--- src/rtl/updown_run_arbiter.sv ---
// ---------------------------------------------------------------------------
// updown_run_arbiter
//
// Shares one UpDownCount counter between two requesters, A and B. A request
// is a run length plus a direction. The arbiter picks a winner, latches its
// direction onto Swap and its length into the remaining-cycle counter. It
// then holds Enable high for exactly that many cycles and pulses the
// winner's Done. It is the only driver of the counter's Swap and Enable.
//
// Optional feature macro: UDC_ROUND_ROBIN_EN
//   defined   - round-robin arbitration. A one-bit pointer flips in every
//               DONE state and breaks ties when both requesters ask at once.
//   undefined - fixed priority (A beats B), no pointer register.
//
// Ports
//   Clock          in   single rising-edge clock
//   Reset          in   synchronous active-high reset
//   ReqA/DirA/LenA in   requester A: request, direction, run length
//   ReqB/DirB/LenB in   requester B: request, direction, run length
//   GntA/GntB      out  owner of the counter, GRANT through DONE
//   DoneA/DoneB    out  one-cycle pulse at the end of the owner's run
//   Enable         out  counter Enable, high for exactly Len cycles per run
//   Swap           out  counter Swap, changes only on IDLE->GRANT
//   Busy           out  high in every state except IDLE
//   state_dbg      out  current FSM state, for observation only
//
// Handshake: a requester raises Req with stable Dir/Len and keeps Req high
// until its Done pulse. Dir/Len/Req are sampled only in IDLE. After the
// winner is latched they are ignored until the next IDLE.
// ---------------------------------------------------------------------------
module updown_run_arbiter #(
    parameter int LEN_W = 4
) (
    input  logic             Clock,
    input  logic             Reset,
    input  logic             ReqA,
    input  logic             DirA,
    input  logic [LEN_W-1:0] LenA,
    input  logic             ReqB,
    input  logic             DirB,
    input  logic [LEN_W-1:0] LenB,
    output logic             GntA,
    output logic             GntB,
    output logic             DoneA,
    output logic             DoneB,
    output logic             Enable,
    output logic             Swap,
    output logic             Busy,
    output logic [1:0]       state_dbg
);

    typedef enum logic [1:0] {
        ST_IDLE  = 2'd0,
        ST_GRANT = 2'd1,
        ST_RUN   = 2'd2,
        ST_DONE  = 2'd3
    } state_t;

    state_t             state_q, state_d;
    logic [LEN_W-1:0]   rem_q, rem_d;
    logic               swap_q, swap_d;
    logic               win_b_q, win_b_d;   // latched winner: 0 = A, 1 = B
    logic               enable_q, enable_d;
    logic               busy_q, busy_d;
    logic               gnt_a_q, gnt_a_d;
    logic               gnt_b_q, gnt_b_d;
    logic               done_a_q, done_a_d;
    logic               done_b_q, done_b_d;
    logic               pick_b;

`ifdef UDC_ROUND_ROBIN_EN
    logic               rr_q, rr_d;         // 0 favours A, 1 favours B

    // The pointer decides only on a tie; a lone requester always wins.
    always_comb begin
        pick_b = (ReqA && ReqB) ? rr_q : ReqB;
    end
`else
    // Fixed priority: B wins only when A is not asking.
    always_comb begin
        pick_b = !ReqA;
    end
`endif

    always_comb begin
        state_d = state_q;
        rem_d   = rem_q;
        swap_d  = swap_q;
        win_b_d = win_b_q;
`ifdef UDC_ROUND_ROBIN_EN
        rr_d    = rr_q;
`endif
        case (state_q)
            ST_IDLE: begin
                if (ReqA || ReqB) begin
                    state_d = ST_GRANT;
                    win_b_d = pick_b;
                    swap_d  = pick_b ? DirB : DirA;
                    rem_d   = pick_b ? LenB : LenA;
                end
            end
            ST_GRANT: begin
                state_d = (rem_q != '0) ? ST_RUN : ST_DONE;
            end
            ST_RUN: begin
                rem_d = rem_q - LEN_W'(1);
                if (rem_q == LEN_W'(1)) begin
                    state_d = ST_DONE;
                end
            end
            ST_DONE: begin
                // Return to IDLE so a finished request is never re-evaluated
                // in the cycle it completes.
                state_d = ST_IDLE;
`ifdef UDC_ROUND_ROBIN_EN
                rr_d    = ~rr_q;
`endif
            end
            default: begin
                state_d = ST_IDLE;
            end
        endcase

        // Outputs are registered from the next state, so they line up with
        // the state they describe without any combinational path to ports.
        enable_d = (state_d == ST_RUN);
        busy_d   = (state_d != ST_IDLE);
        gnt_a_d  = busy_d && !win_b_d;
        gnt_b_d  = busy_d &&  win_b_d;
        done_a_d = (state_d == ST_DONE) && !win_b_d;
        done_b_d = (state_d == ST_DONE) &&  win_b_d;
    end

    always_ff @(posedge Clock) begin
        if (Reset) begin
            state_q  <= ST_IDLE;
            rem_q    <= '0;
            swap_q   <= 1'b0;
            win_b_q  <= 1'b0;
            enable_q <= 1'b0;
            busy_q   <= 1'b0;
            gnt_a_q  <= 1'b0;
            gnt_b_q  <= 1'b0;
            done_a_q <= 1'b0;
            done_b_q <= 1'b0;
`ifdef UDC_ROUND_ROBIN_EN
            rr_q     <= 1'b0;
`endif
        end else begin
            state_q  <= state_d;
            rem_q    <= rem_d;
            swap_q   <= swap_d;
            win_b_q  <= win_b_d;
            enable_q <= enable_d;
            busy_q   <= busy_d;
            gnt_a_q  <= gnt_a_d;
            gnt_b_q  <= gnt_b_d;
            done_a_q <= done_a_d;
            done_b_q <= done_b_d;
`ifdef UDC_ROUND_ROBIN_EN
            rr_q     <= rr_d;
`endif
        end
    end

    assign GntA      = gnt_a_q;
    assign GntB      = gnt_b_q;
    assign DoneA     = done_a_q;
    assign DoneB     = done_b_q;
    assign Enable    = enable_q;
    assign Swap      = swap_q;
    assign Busy      = busy_q;
    assign state_dbg = state_q;

endmodule

--- config.mk ---
export PLATFORM = sky130hd
export DESIGN_NAME = updown_run_arbiter
export DESIGN_NICKNAME = d
export VERILOG_FILES = /design/src/rtl/updown_run_arbiter.sv
export SDC_FILE = /design/constraint.sdc
export NUM_CORES = 1
export LEC_CHECK = 0
export CAP_MARGIN = 20
export CORE_MARGIN = 5
export CORE_UTILIZATION = 48
export DETAILED_ROUTE_END_ITERATION = 6
export GPL_TIMING_DRIVEN = 0
export PLACE_DENSITY = 0.91
export SETUP_SLACK_MARGIN = 0.05
export SYNTH_ARGS = -nofsm -noshare
export SYNTH_HDL_FRONTEND = slang
export SYNTH_SLANG_ARGS = --single-unit
export TNS_END_PERCENT = 30
--- constraint.sdc ---
create_clock -name Clock -period 3.8 [get_ports Clock]
set_clock_uncertainty 0.05 [all_clocks]
set_input_delay 1.14 -clock Clock [delete_from_list [all_inputs] [get_ports Clock]]
set_output_delay 1.14 -clock Clock [all_outputs]
set_load 0.1 [all_outputs]
---- Word level (Yosys, flattened, before mapping) ----
Cells that the tools add are included.
word-level totals
  bits of input ports ..................... 14
  register bits ........................... 14
cells by class
  reductions and logical operators ........ 13
  equality and inequality tests ........... 7
  $add $sub $neg .......................... 1
  muxes and demuxes ....................... 10
operator list
  kind                   count
  $eq A2 B2 Y1 const B   4
  $mux W4                2
  $pmux W2 S4            1
  $pmux W4 S2            1
  $eq A4 B1 Y1 const B   1
  $logic_and A1 B1 Y1    4
  $mux W1                4
  $mux W2                2
  $reduce_and A2 Y1      2
  $reduce_bool A2 Y1     2
  $reduce_bool A4 Y1     1
  $sub A4 B1 Y4 const B  1
  $eq A2 B1 Y1 const B   1
  $logic_not A1 Y1       2
  $logic_not A2 Y1       1
  $ne A2 B2 Y1 const B   1
  $logic_or A1 B1 Y1     1

---- Depth between registers and ports, before layout ----
Gate-level depths: netlist of the first run.
  depth in word-level cells ............... 5
  mapped depth ............................ 7
  depth with buffers taken out ............ 6

---- Least setup slack after synthesis of the first run ----
Ideal clock, no wire load.
  kind .................................... register -> register
  start point ............................. register state_q[0] (netlist: state_dbg[0])
  end point ............................... register gnt_a_q (netlist: GntA)
  buffers on the path ..................... 0
  setup time .............................. 0.115 ns
  data arrival time ....................... 2.083 ns
  path slack .............................. 1.552 ns
  stages on the path, launching flop included .. 6
  path through ............................ dfxtp_1 inv_1 ha_1 a311oi_1 a221oi_2 and2_1
between the ends
  cells in the longest elaborated chain, start to end .. 4
  elaborated cells on any way between the ends .. 11
RTL lines
  item                                        RTL line  text
  start: declaration                          59        state_t state_q, state_d;
  start signal: assignment                    150       state_q <= state_d;
  $eq A2 B2 Y1, or another cell as far along  93        case (state_q)
  $pmux W2 S4 *                               93
  net state_d[1]                              59
  $reduce_bool A2 Y1 *                        127       busy_d = (state_d != ST_IDLE);
  $logic_and A1 B1 Y1 *                       128       gnt_a_d = busy_d && !win_b_d;
  end signal: assignment                      156       gnt_a_q <= gnt_a_d;
  end: declaration                            65        logic gnt_a_q, gnt_a_d;
The timed path passes the listed nets; every way through them passes the cells marked *.
A chain may end at the register's enable or synchronous reset.

---- Final worst setup path of the first run ----
  start point ............................. register state_q[0] (netlist: state_dbg[0])
  end point ............................... output port state_dbg[0]
RTL lines
  item              RTL line  text
  end: declaration  49        output logic [1:0] state_dbg
No word-level cell between the ends.

==> results of run 1 <==
cells in the final DEF, fill, tap and decap left out, types with 2 or more instances in the layout:
| cell type | n |
|---|---|
| sky130_fd_sc_hd__mux2i_1 | 2 |
| sky130_fd_sc_hd__nand2b_1 | 3 |
| sky130_fd_sc_hd__o211ai_1 | 2 |
| sky130_fd_sc_hd__clkbuf_4 | 3 |
| sky130_fd_sc_hd__a311oi_1 | 2 |
| sky130_fd_sc_hd__clkdlybuf4s50_1 | 20 |
| sky130_fd_sc_hd__buf_6 | 3 |
| sky130_fd_sc_hd__o21ai_0 | 3 |
| sky130_fd_sc_hd__nand2_1 | 8 |
| sky130_fd_sc_hd__nor2_1 | 5 |
| sky130_fd_sc_hd__nor2b_1 | 2 |
| sky130_fd_sc_hd__dfxtp_1 | 14 |
| sky130_fd_sc_hd__inv_1 | 6 |
| sky130_fd_sc_hd__ha_1 | 7 |
| sky130_fd_sc_hd__nor3_1 | 3 |
| sky130_fd_sc_hd__a21oi_1 | 8 |
| sky130_fd_sc_hd__mux2_2 | 2 |
| sky130_fd_sc_hd__and3_1 | 2 |
state kept, by name, indices dropped and copies added, names as in the netlist:
name / flops
GntA: 1
win_b_q: 1
Enable: 1
GntB: 1
Busy: 1
state_dbg: 2
rem_q: 4
Swap: 1
DoneA: 1
DoneB: 1
cell type report:
cell class,instances,share of cell area
clock buffer,4,0.0355
tap,16,0.0196
multi-input combinational,61,0.414
timing repair buffer,20,0.196
buffer,4,0.0380
sequential,14,0.275
inverter,6,0.0221
metrics by stage:
stage,hold WS (ns),util
final,0.417,0.678
after global routing,0.446,0.678
after CTS,0.423,0.678
after detailed placement,0.410,0.654
after global placement,0.403,0.654
after floorplan,0.397,-
kinds of logic after synthesis:
kind of cell    Yosys count
simple gates             28
compound gates           22
flops                    14
buf+inv                  10
fa+ha+maj                 7
mux                       4
cells in the mapped netlist, drive strengths merged:
master,n,share of area
nand2,8,0.039
a221oi,2,0.031
a311oi,2,0.023
a21o,2,0.021
mux2i,2,0.026
o22ai,1,0.0082
and2,1,0.0082
nand2b,3,0.025
o211ai,2,0.020
nor3,3,0.020
o21a,1,0.0098
nor2b,2,0.016
buf,4,0.051
o21ai,3,0.020
dfxtp,14,0.37
ha,7,0.11
mux2,2,0.029
or2,1,0.0082
and3,3,0.031
a21oi,8,0.052
inv,6,0.029
nor3b,1,0.0098
a31oi,1,0.0082
nor2,6,0.033
routing by layer:
| layer | vias up | share of wire | GRT usage |
|---|---|---|---|
| met1 | 303 | 0.44 | 0.153 |
| met3 | 2 | 0.060 | 0.0392 |
| met4 | 0 | 0.012 | 0.0568 |
| met5 | - | 0 | 0 |
| met2 | 23 | 0.49 | 0.248 |
| li1 | 343 | - | - |
worst max-delay path by stage:
stage              endpoint  slack, ns  cells past startpoint
2_1_floorplan          GntA       1.55                      5
3_3_place_gp   state_dbg[0]       1.11                      1
3_5_place_dp   state_dbg[0]       1.11                      1
4_1_cts        state_dbg[0]       0.78                      1
5_1_grt        state_dbg[0]       0.74                      1
6_report       state_dbg[0]       0.80                      1
==> results.json, run 1 <==
{
  "outcome": "finished, final reports clean",
  "cp-startpoint": "state_dbg[0]",
  "post-route-worst-setup-slack_ns": 0.796,
  "antenna_cells_inserted": 0,
  "cell_area_synth_sq_um": 764,
  "min_to": "Swap",
  "share_of_synthesized_area_spent_on_multiplexers": 0.0556,
  "timing.slew.headroom": 0.339,
  "ys.warnings.count": 0,
  "place_inst": 121,
  "cts-htree-levels": 1,
  "drive_gt1_frac": 0.138,
  "initial_core_util": 0.507,
  "per_instance_average_area_after_synthesis_sq_um": 8.99,
  "min-delay-start": "Swap",
  "postSynthCellCount": 85,
  "postSynthRegisterBits": 14,
  "ant_nets": 0,
  "max_incr_delay_on_cp_ns": 1.15,
  "endpoint_of_the_lowest_slack_register_to_register_path": "rem_q[0]",
  "worstHoldPathCells": 2,
  "critPathKind": "flip-flop to output pin",
  "post_synthesis_share_of_cell_area_spent_on_xor_and_xnor_gates": 0,
  "synth-compound-area-share": 0.193,
  "cp_max_fo": 4,
  "drtPass1Iterations": 4,
  "timing.final.max_slew_violations": 0,
  "die_width_um": 49.9,
  "worst_setup_path_end_kind": "output pin",
  "cp_num_buf_inv": 1,
  "wirelength_routed_mm": 1.64,
  "num_io_pins": 23,
  "rows": 14,
  "post-place-ws_ns": 1.11,
  "post_cts_hold_buffer_count": 0,
  "n_fill_cell": 108,
  "min_period_over_period": 0.790,
  "dpl-instance-area_sq_um": 985,
  "grt_use_total": 0.140,
  "numCtsBuffers": 3,
  "post_synth_fa_ha_maj_area_fraction": 0.115,
  "number_of_antenna_violations_at_the_first_check_in_global_routing": 0,
  "setup.worst_path.start_class": "flip-flop",
  "overflow": 0,
  "path_cells": "clkdlybuf4s50_1",
  "final_design_area_no_fill_sq_um": 1020,
  "cts_tree": "done",
  "grt_pass1_vias": 649,
  "wire_length_of_the_first_global_routing_pass_mm": 2.77,
  "syn_nets": 106,
  "buffer_cell_driving_the_clock_tree_root": "sky130_fd_sc_hd__clkbuf_4",
  "regArea_sq_um": 280,
  "clock.fmax_mhz": 333,
  "num_vias": 671,
  "multiInputGateArea_sq_um": 423,
  "clkTransAtPathRegs_ns": 0.08,
  "core_area_sq_um": 1510,
  "gp_congestion": 0.791,
  "cpMaxStageDelayCell": "sky130_fd_sc_hd__clkdlybuf4s50_1",
  "max-clock-path-buffers": 2,
  "die-area_sq_um": 2490,
  "synth_sequential_area_ratio": 0.367,
  "detail_route.iter0.violations": 19,
  "synth.distinct_cells": 29,
  "synthSimpleGateAreaFrac": 0.190,
  "clkLatencyLatePin_ns": 0.29,
  "combinational_family_with_the_most_area_after_synthesis": "compound AO/OA/AOI/OAI gates",
  "die_y_um": 49.9,
  "regToRegSetupSlack_ns": 2.15,
  "cts_resized": 0,
  "path_delay_family": "buffers and inverters",
  "grt_setup_unrepaired": "false",
  "buffer_ports.inserted": 20,
  "routedWlPerCell_um": 13.2,
  "hold_path_class": "flip-flop to flip-flop",
  "drc_errors": 0,
  "report.final.setup_viol": 0,
  "post_cts_setup_inserts": 0,
  "cp.arrival_ns": 1.81,
  "fin_cells": 125,
  "grt_start_max_net_pins": 11,
  "finish.net_count": 131,
  "worstRegToRegCells": 7,
  "drt-vias-per-instance": 5.37,
  "cp.required_ns": 2.61,
  "timing_worst_slew_pin_value_ns": 0.988,
  "fin_tns_setup_ns": 0,
  "finalHoldViolCount": 0,
  "dp_hpwl_mm": 1.28,
  "area_growth_pct": 33.6,
  "drv.max_cap_violation_count": 0,
  "timing.final.crit_period_ns": 3.00,
  "clock_sink_count": 14,
  "worst_r2r_startpoint": "state_dbg[0]"
}
Power of run 1 is left out: the tool's default activity adds up to more than one toggle a clock period on the data nets, which glitch-free logic cannot reach.
==> run 2: changes to the inputs <==
Settings changed: CORE_UTILIZATION 48 to 40, PLACE_DENSITY 0.91 to 0.82.
Clock period 3.8 ns to 2.5 ns, I/O delays scaled along.
==> run 2 against run 1 <==
  * Sequential share of layout area unchanged
  * Die area up 16%
  * Wire length is 4.0% higher
  * Core utilization is 9.9 points lower
==> results.json, run 2 (synthesis gave the netlist of run 1 again) <==
{
  "fin_cells": 134,
  "met3_wirelength_um": 89,
  "dp_hpwl_mm": 1.31,
  "die_y_um": 53.7,
  "core_area_sq_um": 1760,
  "detail_route.iter0.violations": 14,
  "timing.slew.headroom": 0.362,
  "post-route-worst-setup-slack_ns": 0.157,
  "max_incr_delay_on_cp_ns": 0.88,
  "overflow": 0,
  "clkTransAtPathRegs_ns": 0.09,
  "path_cells": "dlygate4sd2_1",
  "finish.net_count": 131,
  "grt_pass1_vias": 586,
  "cts_tree": "done",
  "setup.worst_path.start_class": "flip-flop",
  "cp.arrival_ns": 1.54,
  "wirelength_routed_mm": 1.71,
  "drtPass1Iterations": 4,
  "path_delay_family": "buffers and inverters",
  "wl_met2_um": 809,
  "critPathKind": "flip-flop to output pin",
  "fin_tns_setup_ns": 0,
  "wirelength_met1_um": 769,
  "timing.final.crit_period_ns": 2.34,
  "min-delay-start": "Swap",
  "drc_errors": 0,
  "numCtsBuffers": 3,
  "drive_gt1_frac": 0.138,
  "layout.cells.most_common": "sky130_fd_sc_hd__dfxtp_1",
  "antenna_cells_inserted": 0,
  "min_to": "Swap",
  "area_growth_pct": 33.6,
  "drv.max_cap_violation_count": 0,
  "regToRegSetupSlack_ns": 0.81,
  "grt_use_total": 0.122,
  "cts-htree-levels": 1,
  "number_of_antenna_violations_at_the_first_check_in_global_routing": 0,
  "highest_metal_layer_with_signal_wires": "met4",
  "buffer_cell_driving_the_clock_tree_root": "sky130_fd_sc_hd__clkbuf_4",
  "num_io_pins": 23,
  "initial_core_util": 0.433,
  "cp.required_ns": 1.70,
  "post-place-ws_ns": 0.192,
  "timing.final.max_slew_violations": 0,
  "outcome": "finished, final reports clean",
  "min_period_over_period": 0.937,
  "post_cts_hold_buffer_count": 0,
  "gp_congestion": 0.763,
  "worstRegToRegCells": 7,
  "largest_register_ff_count": 4,
  "routedWlPerCell_um": 12.8,
  "finalHoldViolCount": 0,
  "clkLatencyLatePin_ns": 0.28,
  "clock_sink_count": 14,
  "report.final.setup_viol": 0,
  "cp_max_fo": 4,
  "cp_num_buf_inv": 1,
  "wire_length_of_the_first_global_routing_pass_mm": 2.46,
  "num_vias": 687,
  "grt_setup_unrepaired": "false",
  "cpMaxStageDelayCell": "sky130_fd_sc_hd__dlygate4sd2_1",
  "buffer_ports.inserted": 20,
  "rows": 15,
  "drt-vias-per-instance": 5.13,
  "die_width_um": 53.7,
  "worstHoldPathCells": 2,
  "clock.fmax_mhz": 427,
  "timing_worst_slew_pin_value_ns": 0.961,
  "worst_r2r_startpoint": "state_dbg[0]",
  "final_cell_mix": "14 x sky130_fd_sc_hd__dfxtp_1, 11 x sky130_fd_sc_hd__clkdlybuf4s50_1, 9 x sky130_fd_sc_hd__dlygate4sd2_1, 8 x sky130_fd_sc_hd__nand2_1, 8 x sky130_fd_sc_hd__a21oi_1",
  "largest-register": "rem_q",
  "ant_nets": 0,
  "worst_setup_path_end_kind": "output pin",
  "endpoint_of_the_lowest_slack_register_to_register_path": "rem_q[0]",
  "die-area_sq_um": 2890,
  "place_inst": 130,
  "n_fill_cell": 169,
  "hold_path_class": "flip-flop to flip-flop",
  "max-clock-path-buffers": 2,
  "grt_start_max_net_pins": 11
}
## run 2: what timing repair did
action / CTS / global route
endpoints found under the setup margin: 9 / 0
setup buffers: 0 / 0
gates resized for setup: 9 / 0
## run 2: how the worst max path moves through the flow
stage | start | end | slack, ns | cells after the start
2_1_floorplan | state_dbg[0] | GntA | 0.25 | 5
3_3_place_gp | state_dbg[0] | state_dbg[0] | 0.19 | 1
3_5_place_dp | state_dbg[0] | state_dbg[0] | 0.19 | 1
4_1_cts | state_dbg[0] | state_dbg[0] | 0.16 | 1
5_1_grt | state_dbg[0] | state_dbg[0] | 0.11 | 1
6_report | state_dbg[0] | state_dbg[0] | 0.16 | 1
## run 2: routing by layer
metal,global-route usage,up-vias
met5,0,-
met2,0.200,17
li1,-,341
met3,0.0249,2
met1,0.139,327
met4,0.0894,0
## run 2: per-stage QoR
stage	utilization	cell area [sq um]	hold WS, ns
6_report	0.579	1020	0.415
5_1_grt	0.579	1020	0.455
4_1_cts	0.579	1020	0.421
3_5_place_dp	0.565	996	0.411
3_3_place_gp	0.565	996	0.401
2_1_floorplan	-	764	0.397
## run 2: layout make-up
class	instances	area (sq um)	share of cell area
multi-input combinational	61	423	0.414
sequential	14	280	0.275
timing repair buffer	20	189	0.185
buffer	4	38.8	0.0380
clock buffer	4	36.3	0.0355
tap	25	31.3	0.0306
inverter	6	22.5	0.0221
## run 2: tightest hold or removal path, cell delays in order (launching register included)
cell,delay (ns)
sky130_fd_sc_hd__dfxtp_1,0.31
sky130_fd_sc_hd__inv_1,0.05
sky130_fd_sc_hd__a221oi_1,0.06
Power of run 2 is left out for the same reason.
